$ cat config.mk
export PLATFORM = sky130hd
export DESIGN_NAME = vfpu_stream_engine
export DESIGN_NICKNAME = d
export VERILOG_FILES = /design/src/rtl/vfpu_stream_engine.sv
export SDC_FILE = /design/constraint.sdc
export NUM_CORES = 2
export LEC_CHECK = 0
export CAP_MARGIN = 40
export CORE_MARGIN = 2
export CORE_UTILIZATION = 35
export CTS_BUF_LIST = sky130_fd_sc_hd__clkbuf_16
export CTS_CLUSTER_DIAMETER = 30
export CTS_CLUSTER_SIZE = 28
export DETAILED_ROUTE_END_ITERATION = 6
export HOLD_SLACK_MARGIN = 0.12
export PLACE_DENSITY_LB_ADDON = 0.1
export SLEW_MARGIN = 25
export SYNTH_ARGS = -nofsm -noshare
export SYNTH_HDL_FRONTEND = slang
export SYNTH_SLANG_ARGS = --single-unit
$ cat constraint.sdc
create_clock -name clk_i -period 12.91 [get_ports clk_i]
set_clock_uncertainty 0.1 [all_clocks]
set_input_delay 1.9365 -clock clk_i [delete_from_list [all_inputs] [get_ports clk_i]]
set_output_delay 1.9365 -clock clk_i [all_outputs]
set_load 0.03 [all_outputs]
$ cat src/rtl/vfpu_stream_engine.sv
// Element-wise vector ALU fed by two joined operand streams (A, B) and producing
// one result stream through a two-stage pipeline; jobs are framed by start/done.
module vfpu_stream_engine #(
    parameter int unsigned DATA_WIDTH = 32,
    parameter int unsigned CNT_WIDTH  = 32
) (
    input  logic                  clk_i,
    input  logic                  rst_i,
    input  logic                  clear_i,
    input  logic                  start_i,
    input  logic [2:0]            op_i,
    input  logic [CNT_WIDTH-1:0]  trans_size_i,
    input  logic                  a_valid_i,
    output logic                  a_ready_o,
    input  logic [DATA_WIDTH-1:0] a_data_i,
    input  logic                  b_valid_i,
    output logic                  b_ready_o,
    input  logic [DATA_WIDTH-1:0] b_data_i,
    output logic                  r_valid_o,
    input  logic                  r_ready_i,
    output logic [DATA_WIDTH-1:0] r_data_o,
    output logic                  busy_o,
    output logic                  done_o
);

    typedef enum logic [1:0] {
        IDLE = 2'd0,
        RUN  = 2'd1,
        DONE = 2'd2
    } state_t;

    typedef enum logic [2:0] {
        OP_ADD = 3'd0,
        OP_SUB = 3'd1,
        OP_MUL = 3'd2,
        OP_MIN = 3'd3,
        OP_MAX = 3'd4
    } op_t;

    localparam logic [CNT_WIDTH-1:0] CNT_ONE = CNT_WIDTH'(1);

    state_t                r_state;
    state_t                w_state_nxt;

    logic [2:0]            r_op;
    logic [CNT_WIDTH-1:0]  r_size;
    logic [CNT_WIDTH-1:0]  r_issue_cnt;
    logic [CNT_WIDTH-1:0]  r_out_cnt;

    logic                  r_s1_valid;
    logic [DATA_WIDTH-1:0] r_s1_a;
    logic [DATA_WIDTH-1:0] r_s1_b;
    logic                  r_s2_valid;
    logic [DATA_WIDTH-1:0] r_s2_data;

    logic                  w_run;
    logic                  w_start;
    logic                  w_r_fire;
    logic                  w_out_last;
    logic                  w_s2_load;
    logic                  w_s1_load;
    logic                  w_join;
    logic [DATA_WIDTH-1:0] w_result;

    assign w_run      = (r_state == RUN);
    assign w_start    = (r_state == IDLE) && start_i;
    assign w_r_fire   = r_s2_valid && r_ready_i;
    assign w_out_last = (r_out_cnt + CNT_ONE) == r_size;

    // Each stage refills in the same cycle it drains, so the pipe sustains 1 element/cycle.
    assign w_s2_load  = !r_s2_valid || r_ready_i;
    assign w_s1_load  = !r_s1_valid || w_s2_load;

    // A and B are only ever taken together; the issue limit blocks surplus input.
    assign w_join     = w_run && a_valid_i && b_valid_i &&
                        (r_issue_cnt < r_size) && w_s1_load;

    assign a_ready_o  = w_join;
    assign b_ready_o  = w_join;
    assign r_valid_o  = r_s2_valid;
    assign r_data_o   = r_s2_data;
    assign busy_o     = (r_state != IDLE);
    assign done_o     = (r_state == DONE);

    always_comb begin
        w_result = r_s1_a;
        case (r_op)
            OP_ADD:  w_result = r_s1_a + r_s1_b;
            OP_SUB:  w_result = r_s1_a - r_s1_b;
            OP_MUL:  w_result = DATA_WIDTH'(r_s1_a * r_s1_b);
            OP_MIN:  w_result = ($signed(r_s1_a) < $signed(r_s1_b)) ? r_s1_a : r_s1_b;
            OP_MAX:  w_result = ($signed(r_s1_a) > $signed(r_s1_b)) ? r_s1_a : r_s1_b;
            default: w_result = r_s1_a;
        endcase
    end

    always_comb begin
        w_state_nxt = r_state;
        case (r_state)
            IDLE: begin
                if (start_i) begin
                    w_state_nxt = (trans_size_i == '0) ? DONE : RUN;
                end
            end
            RUN: begin
                if (w_r_fire && w_out_last) begin
                    w_state_nxt = DONE;
                end
            end
            DONE:    w_state_nxt = IDLE;
            default: w_state_nxt = IDLE;
        endcase
        if (clear_i) begin
            w_state_nxt = IDLE;
        end
    end

    always_ff @(posedge clk_i or posedge rst_i) begin
        if (rst_i) begin
            r_state <= IDLE;
        end else begin
            r_state <= w_state_nxt;
        end
    end

    always_ff @(posedge clk_i or posedge rst_i) begin
        if (rst_i) begin
            r_op        <= '0;
            r_size      <= '0;
            r_issue_cnt <= '0;
            r_out_cnt   <= '0;
        end else if (clear_i) begin
            r_issue_cnt <= '0;
            r_out_cnt   <= '0;
        end else if (w_start) begin
            r_op        <= op_i;
            r_size      <= trans_size_i;
            r_issue_cnt <= '0;
            r_out_cnt   <= '0;
        end else begin
            if (w_join) begin
                r_issue_cnt <= r_issue_cnt + CNT_ONE;
            end
            if (w_r_fire) begin
                r_out_cnt <= r_out_cnt + CNT_ONE;
            end
        end
    end

    always_ff @(posedge clk_i or posedge rst_i) begin
        if (rst_i) begin
            r_s1_valid <= 1'b0;
            r_s1_a     <= '0;
            r_s1_b     <= '0;
            r_s2_valid <= 1'b0;
            r_s2_data  <= '0;
        end else if (clear_i) begin
            r_s1_valid <= 1'b0;
            r_s2_valid <= 1'b0;
        end else begin
            if (w_s1_load) begin
                r_s1_valid <= w_join;
                if (w_join) begin
                    r_s1_a <= a_data_i;
                    r_s1_b <= b_data_i;
                end
            end
            if (w_s2_load) begin
                r_s2_valid <= r_s1_valid;
                if (r_s1_valid) begin
                    r_s2_data <= w_result;
                end
            end
        end
    end

endmodule

# After elaboration in Yosys (flattened, before gate mapping)
# Cells that the tools add are included.
dict set report word_totals {
  reg_bits 199
  latchBits 0
  ram_bits 0
  romBits 0
  input_bits 106
  mem_count 0
}
dict set report op_classes {
  addsub 4
  mul 1
  div 0
  magnitude_cmp 3
  n_eq_ne 9
  shifts 0
  mux 18
  bitwise 1
  reduce_logical 23
}
# operator count
set op_table {}
lappend op_table {{two-way mux 32 bit} 8}
lappend op_table {{one-hot mux 32 bit (5 select lines)} 1}
lappend op_table {{adder 32 x 1 -> 32 bit (second input constant)} 2}
lappend op_table {{less-than comparator 32 bit} 2}
lappend op_table {{adder 32 bit} 1}
lappend op_table {{== test 32 bit} 1}
lappend op_table {{greater-than comparator 32 bit} 1}
lappend op_table {{zero test 32 bit} 1}
lappend op_table {{multiplier 32 x 32 -> 32 bit} 1}
lappend op_table {{subtractor 32 bit} 1}
lappend op_table {{two-way mux 2 bit} 4}
lappend op_table {{logical AND 1 bit} 7}
lappend op_table {{== test 3 x 2 -> 1 bit (second input constant)} 2}
lappend op_table {{AND reduction 3 bit} 2}
lappend op_table {{nonzero test 2 bit} 3}
lappend op_table {{nonzero test 3 bit} 2}
lappend op_table {{two-way mux 1 bit} 4}
lappend op_table {{one-hot mux 2 bit (2 select lines)} 1}
lappend op_table {{AND reduction 2 bit} 2}
lappend op_table {{== test 3 x 1 -> 1 bit (second input constant)} 1}
lappend op_table {{== test 3 bit (second input constant)} 1}
lappend op_table {{zero test 3 bit} 1}
lappend op_table {{inequality test 3 x 2 -> 1 bit (second input constant)} 1}
lappend op_table {{inequality test 3 bit (second input constant)} 1}
lappend op_table {{other kinds (6)} 8}

# Logic depth before layout (Yosys ltp)
dict set report depth {
  word_depth 8
  depth_mapped 29
  ltp_nobuf 27
}

# Least setup slack after synthesis
# No wires, ideal clock.
dict set report synth_timing {
  path_kind {register to register}
  start {register r_s1_a[13]}
  end {register r_s2_data[30], in the netlist r_data_o[30]}
  t_arrival_ns 7.033
  path_slack_ns 5.648
  path_stages_with_launch 27
  n_path_buf 2
  path_cell_list {dfrtp_1 > clkbuf_1 > clkbuf_1 > and2_1 > fa_1 > fa_1 > fa_1 > inv_1 > fa_1 > inv_1 > fa_1 > inv_1 > fa_1 > inv_1 > fa_1 > fa_1 > ha_1 > a21o_1 > a211o_1 > a21oi_1 > a2bb2oi_1 > o21a_1 > a21oi_1 > a31oi_1 > o41ai_1 > a221oi_1 > a21oi_1}
}
dict set report synth_via {
  elab_chain_cells 3
}
# item line_no
set synth_lines {}
lappend synth_lines {{start, declared} 51} ;# logic [DATA_WIDTH-1:0] r_s1_a;
lappend synth_lines {{start signal, assigned} 164} ;# r_s1_a <= a_data_i;
lappend synth_lines {{parallel branches: the longest is 2 deep, another holds multiplier 32 x 32 -> 32 bit} --}
lappend synth_lines {{one-hot mux 32 bit (5 select lines) (*)} 87} ;# case (r_op)
lappend synth_lines {{end signal, assigned} 171} ;# r_s2_data <= w_result;
lappend synth_lines {{end, declared} 54} ;# logic [DATA_WIDTH-1:0] r_s2_data;
# Every way passes the cells marked *.
# A chain may end at the register's enable or synchronous reset.

# Final worst setup path
dict set report layout_timing {
  start {register r_s1_a[5]}
  end {register r_s2_data[31], in the netlist r_data_o[31]}
}
# The elaborated chain is that of the path after synthesis.

==> results.md <==
* Crit. End Element: flip-flop
* Number of slew-limit violations in the final report at 0
* Placement row count at 108
* Antenna violations before repair at 3
* Die outline width at 299 um
* Maximum frequency from static timing analysis at 121 MHz
* Number of nets produced by synthesis at 4258
* Hold-critical path endpoint: r_data_o[16]
* Insertion delay of the later-clocked pin in the worst-skew pair at 0.53 ns
* Reg-to-Reg Start: r_s1_a[5]
* Starting utilization of the core area at 0.352
* Number of synthesized flops with an enable pin at 0
* Path class of the lowest-slack min-delay path: reg -> reg
* Most used flip-flop cell after synthesis: dfrtp_1
* Vias in the first global route at 25579
* Max Cap Violations at 0
* Number of instances resized during post-cts repair at 0
* Worst R2R Setup Slack at roughly 4.7 ns
* Hold Violations, Final at 0
* Data required time at the worst endpoint at between 10 and 15 ns
* Remaining DRCs at 0
* Standard cell core area at roughly 86000 um^2
* Clock tree from TritonCTS: done
* Share of flip-flops with an asynchronous set or reset after synthesis at 1.00
* Minimum clock period at 8.26 ns
* Distinct cells, synth at 90
* Pre-Repair DR Iteration Count at 5
* Critical path type: reg -> reg
* R2R cell count at 23
* Vias per std cell at 5.29
* Gate count after technology mapping at about 3500
* TNS Setup at 0 ns
* Total Die Area at around 90000 um^2
* Layout Area Growth over Synthesis at 11.0%
* Global-route wire length before repair at 170000 um
* Least-Margin Pin Slew at 0.865 ns
* Wire per inst at 23.6 um
* Total number of H-tree levels at 4
* Via count at ~25000
* HPWL after detailed placement at 85300 um
* Setup Fix Bufs, Post-CTS at 0
* Overall routing resource usage at 0.255
* Number of clock buffers inserted by TritonCTS at 17
* Mapped cell area at 30400 um^2
* Number of nets at the end of the flow at 4290
* Largest net degree at the start of global routing at 99
* Relative max-transition margin at 0.424
* Final core area utilization at 0.390
* Aggregate routed wire length at 111000 um
* First DRT Iteration DRCs at 1766
* Max clock buf depth at 2
* Root Buffer: clkbuf_16
* Hold Path Depth at 2
* Cell area after layout at approximately 34000 um^2
* Hold Crit Start: r_data_o[16]
* Mean cell area of the mapped netlist at 8.62 um^2
* Vertical extent of the die at 299 um
* Count of input and output buffers at 142
* Period Utilization, post-route at 0.640
* DRT antenna net count at 0
* Final Wtd Congestion at 0.933
* Reg2Reg Capture Point: r_data_o[31]
* DP Area at 33000 um^2
* Fillers at 8856
* Sinks on the clock net at around 200
* I/O pin count at 143
* Final setup vio count at 0
* Startpoint types: flip-flop
* Post-synthesis sequential element count at 199
* Cts-stage hold buffer count at 0
* Grt total ovfl at 0
* Count of yosys warnings during synthesis at 0
* Setup repair after global routing missed its margin: no
* Worst endpoint data arrival time at 8.60 ns
* Run status: finished clean
* Peak fanout along the critical path at 27
* Share of cells above drive strength 1 at 0.0479
* Proportion of synthesized chip area in sequential cells at 0.164
* CTS clock-pin slew for the worst setup and hold paths at around 0.08 ns
[Yosys cell counts (all sizes together), types with 21 or more instances]
library cell	count	share of area
nor2	216	0.027
inv	491	0.061
ha	219	0.090
a21oi	162	0.027
and2	275	0.057
a31oi	21	0.0048
nand3	45	0.0076
or3	35	0.0072
o22ai	22	0.0047
xor2	57	0.016
a211oi	23	0.0057
mux2	34	0.013
a21o	32	0.0079
xnor2	141	0.041
nor3	38	0.0063
fa	410	0.27
clkbuf	177	0.023
buf	23	0.0054
nand4	31	0.0074
o21ai	207	0.034
dfrtp	199	0.16
nand2	402	0.050
[placed cells by master (no fill, tap or decap), types with 20 or more instances in the layout]
cell	instances
inv_1	490
fa_1	410
nand2_1	402
and2_1	273
ha_1	219
nor2_1	212
o21ai_0	207
dfrtp_1	197
a21oi_1	162
clkdlybuf4s50_1	142
xnor2_1	141
buf_4	63
xor2_1	57
nand3_1	44
nor3_1	38
or3_1	34
mux2_2	34
a21o_1	32
nand4_1	29
a211oi_1	23
o22ai_1	21
a31oi_1	20
mux2i_1	20
[sequential cells by signal, indices dropped and copies added, names as in the netlist]
register     cells
r_data_o        32
r_issue_cnt     32
r_out_cnt       32
r_s1_a          32
r_s1_b          32
r_size          32
r_op             3
r_state          2
r_s1_valid       1
r_valid_o        1
[how the worst max path moves through the flow]
stage,startpoint,to,cells after the start
final,r_s1_a[5],r_data_o[31],23
after global routing,r_s1_a[5],r_data_o[31],23
after CTS,r_s1_a[5],r_data_o[31],23
after detailed placement,r_s1_a[5],r_data_o[29],23
after global placement,r_s1_a[4],r_data_o[29],25
after floorplan,rst_i,r_data_o[0],1
[worst max-delay path, stage by stage (launching register included)]
cell and delay, ns:
dfrtp_1 0.46, buf_4 0.50, ha_1 0.43, fa_1 0.47
fa_1 0.46, ha_1 0.29, inv_1 0.05, fa_1 0.48
inv_1 0.04, ha_1 0.26, ha_1 0.30, fa_1 0.51
fa_1 0.43, ha_1 0.40, a2111o_1 0.39, o21ai_0 0.60
o221ai_1 0.44, o221ai_1 0.44, a21oi_1 0.20, o31ai_1 0.31
a31oi_1 0.15, xnor2_1 0.20, a21oi_1 0.09, a21oi_1 0.16
[cells by family (layout without fill, tap and decap cells)]
| family | after synthesis | count (layout) | share of synthesized area |
|---|---|---|---|
| AND/OR/NAND/NOR | 1143 | 1143 | 0.186 |
| buffers and inverters | 693 | 738 | 0.0892 |
| adder cells (fa/ha/maj) | 629 | 629 | 0.360 |
| AO/OA/AOI/OAI | 607 | 607 | 0.124 |
| flip-flops | 199 | 199 | 0.164 |
| XOR/XNOR | 198 | 198 | 0.0571 |
| multiplexers | 54 | 54 | 0.0192 |
| other | 0 | 2 | 0 |
[metrics by stage]
step | instances | hold WS [ns] | setup WS, ns
floorplan | 3523 | 0.389 | 5.45
global placement | 4681 | 0.367 | 4.93
detailed placement | 4689 | 0.366 | 4.74
CTS | 4721 | 0.391 | 4.70
global route | 4723 | 0.429 | 4.34
finish | 4725 | 0.382 | 4.65
[metal layers]
layer,routed length (um),vias up,global-route usage
met5,0,-,0
met4,2670,0,0.0611
met1,51800,12672,0.367
met3,5520,130,0.0345
met2,51300,742,0.408
li1,-,11437,-
[layout make-up]
cell class	instances	area, um^2	area share
Multi-Input combinational cell	2631	22700	0.674
Sequential cell	199	4980	0.148
Inverter	493	1860	0.0551
Clock buffer	17	425	0.0126
Antenna cell	2	5.00	0.000148
Timing Repair Buffer	213	2030	0.0601
Clock inverter	15	248	0.00735
Tap cell	1155	1450	0.0429
Power is left out: the tool's default activity adds up to more than one toggle a clock period on the data nets, which glitch-free logic cannot reach.
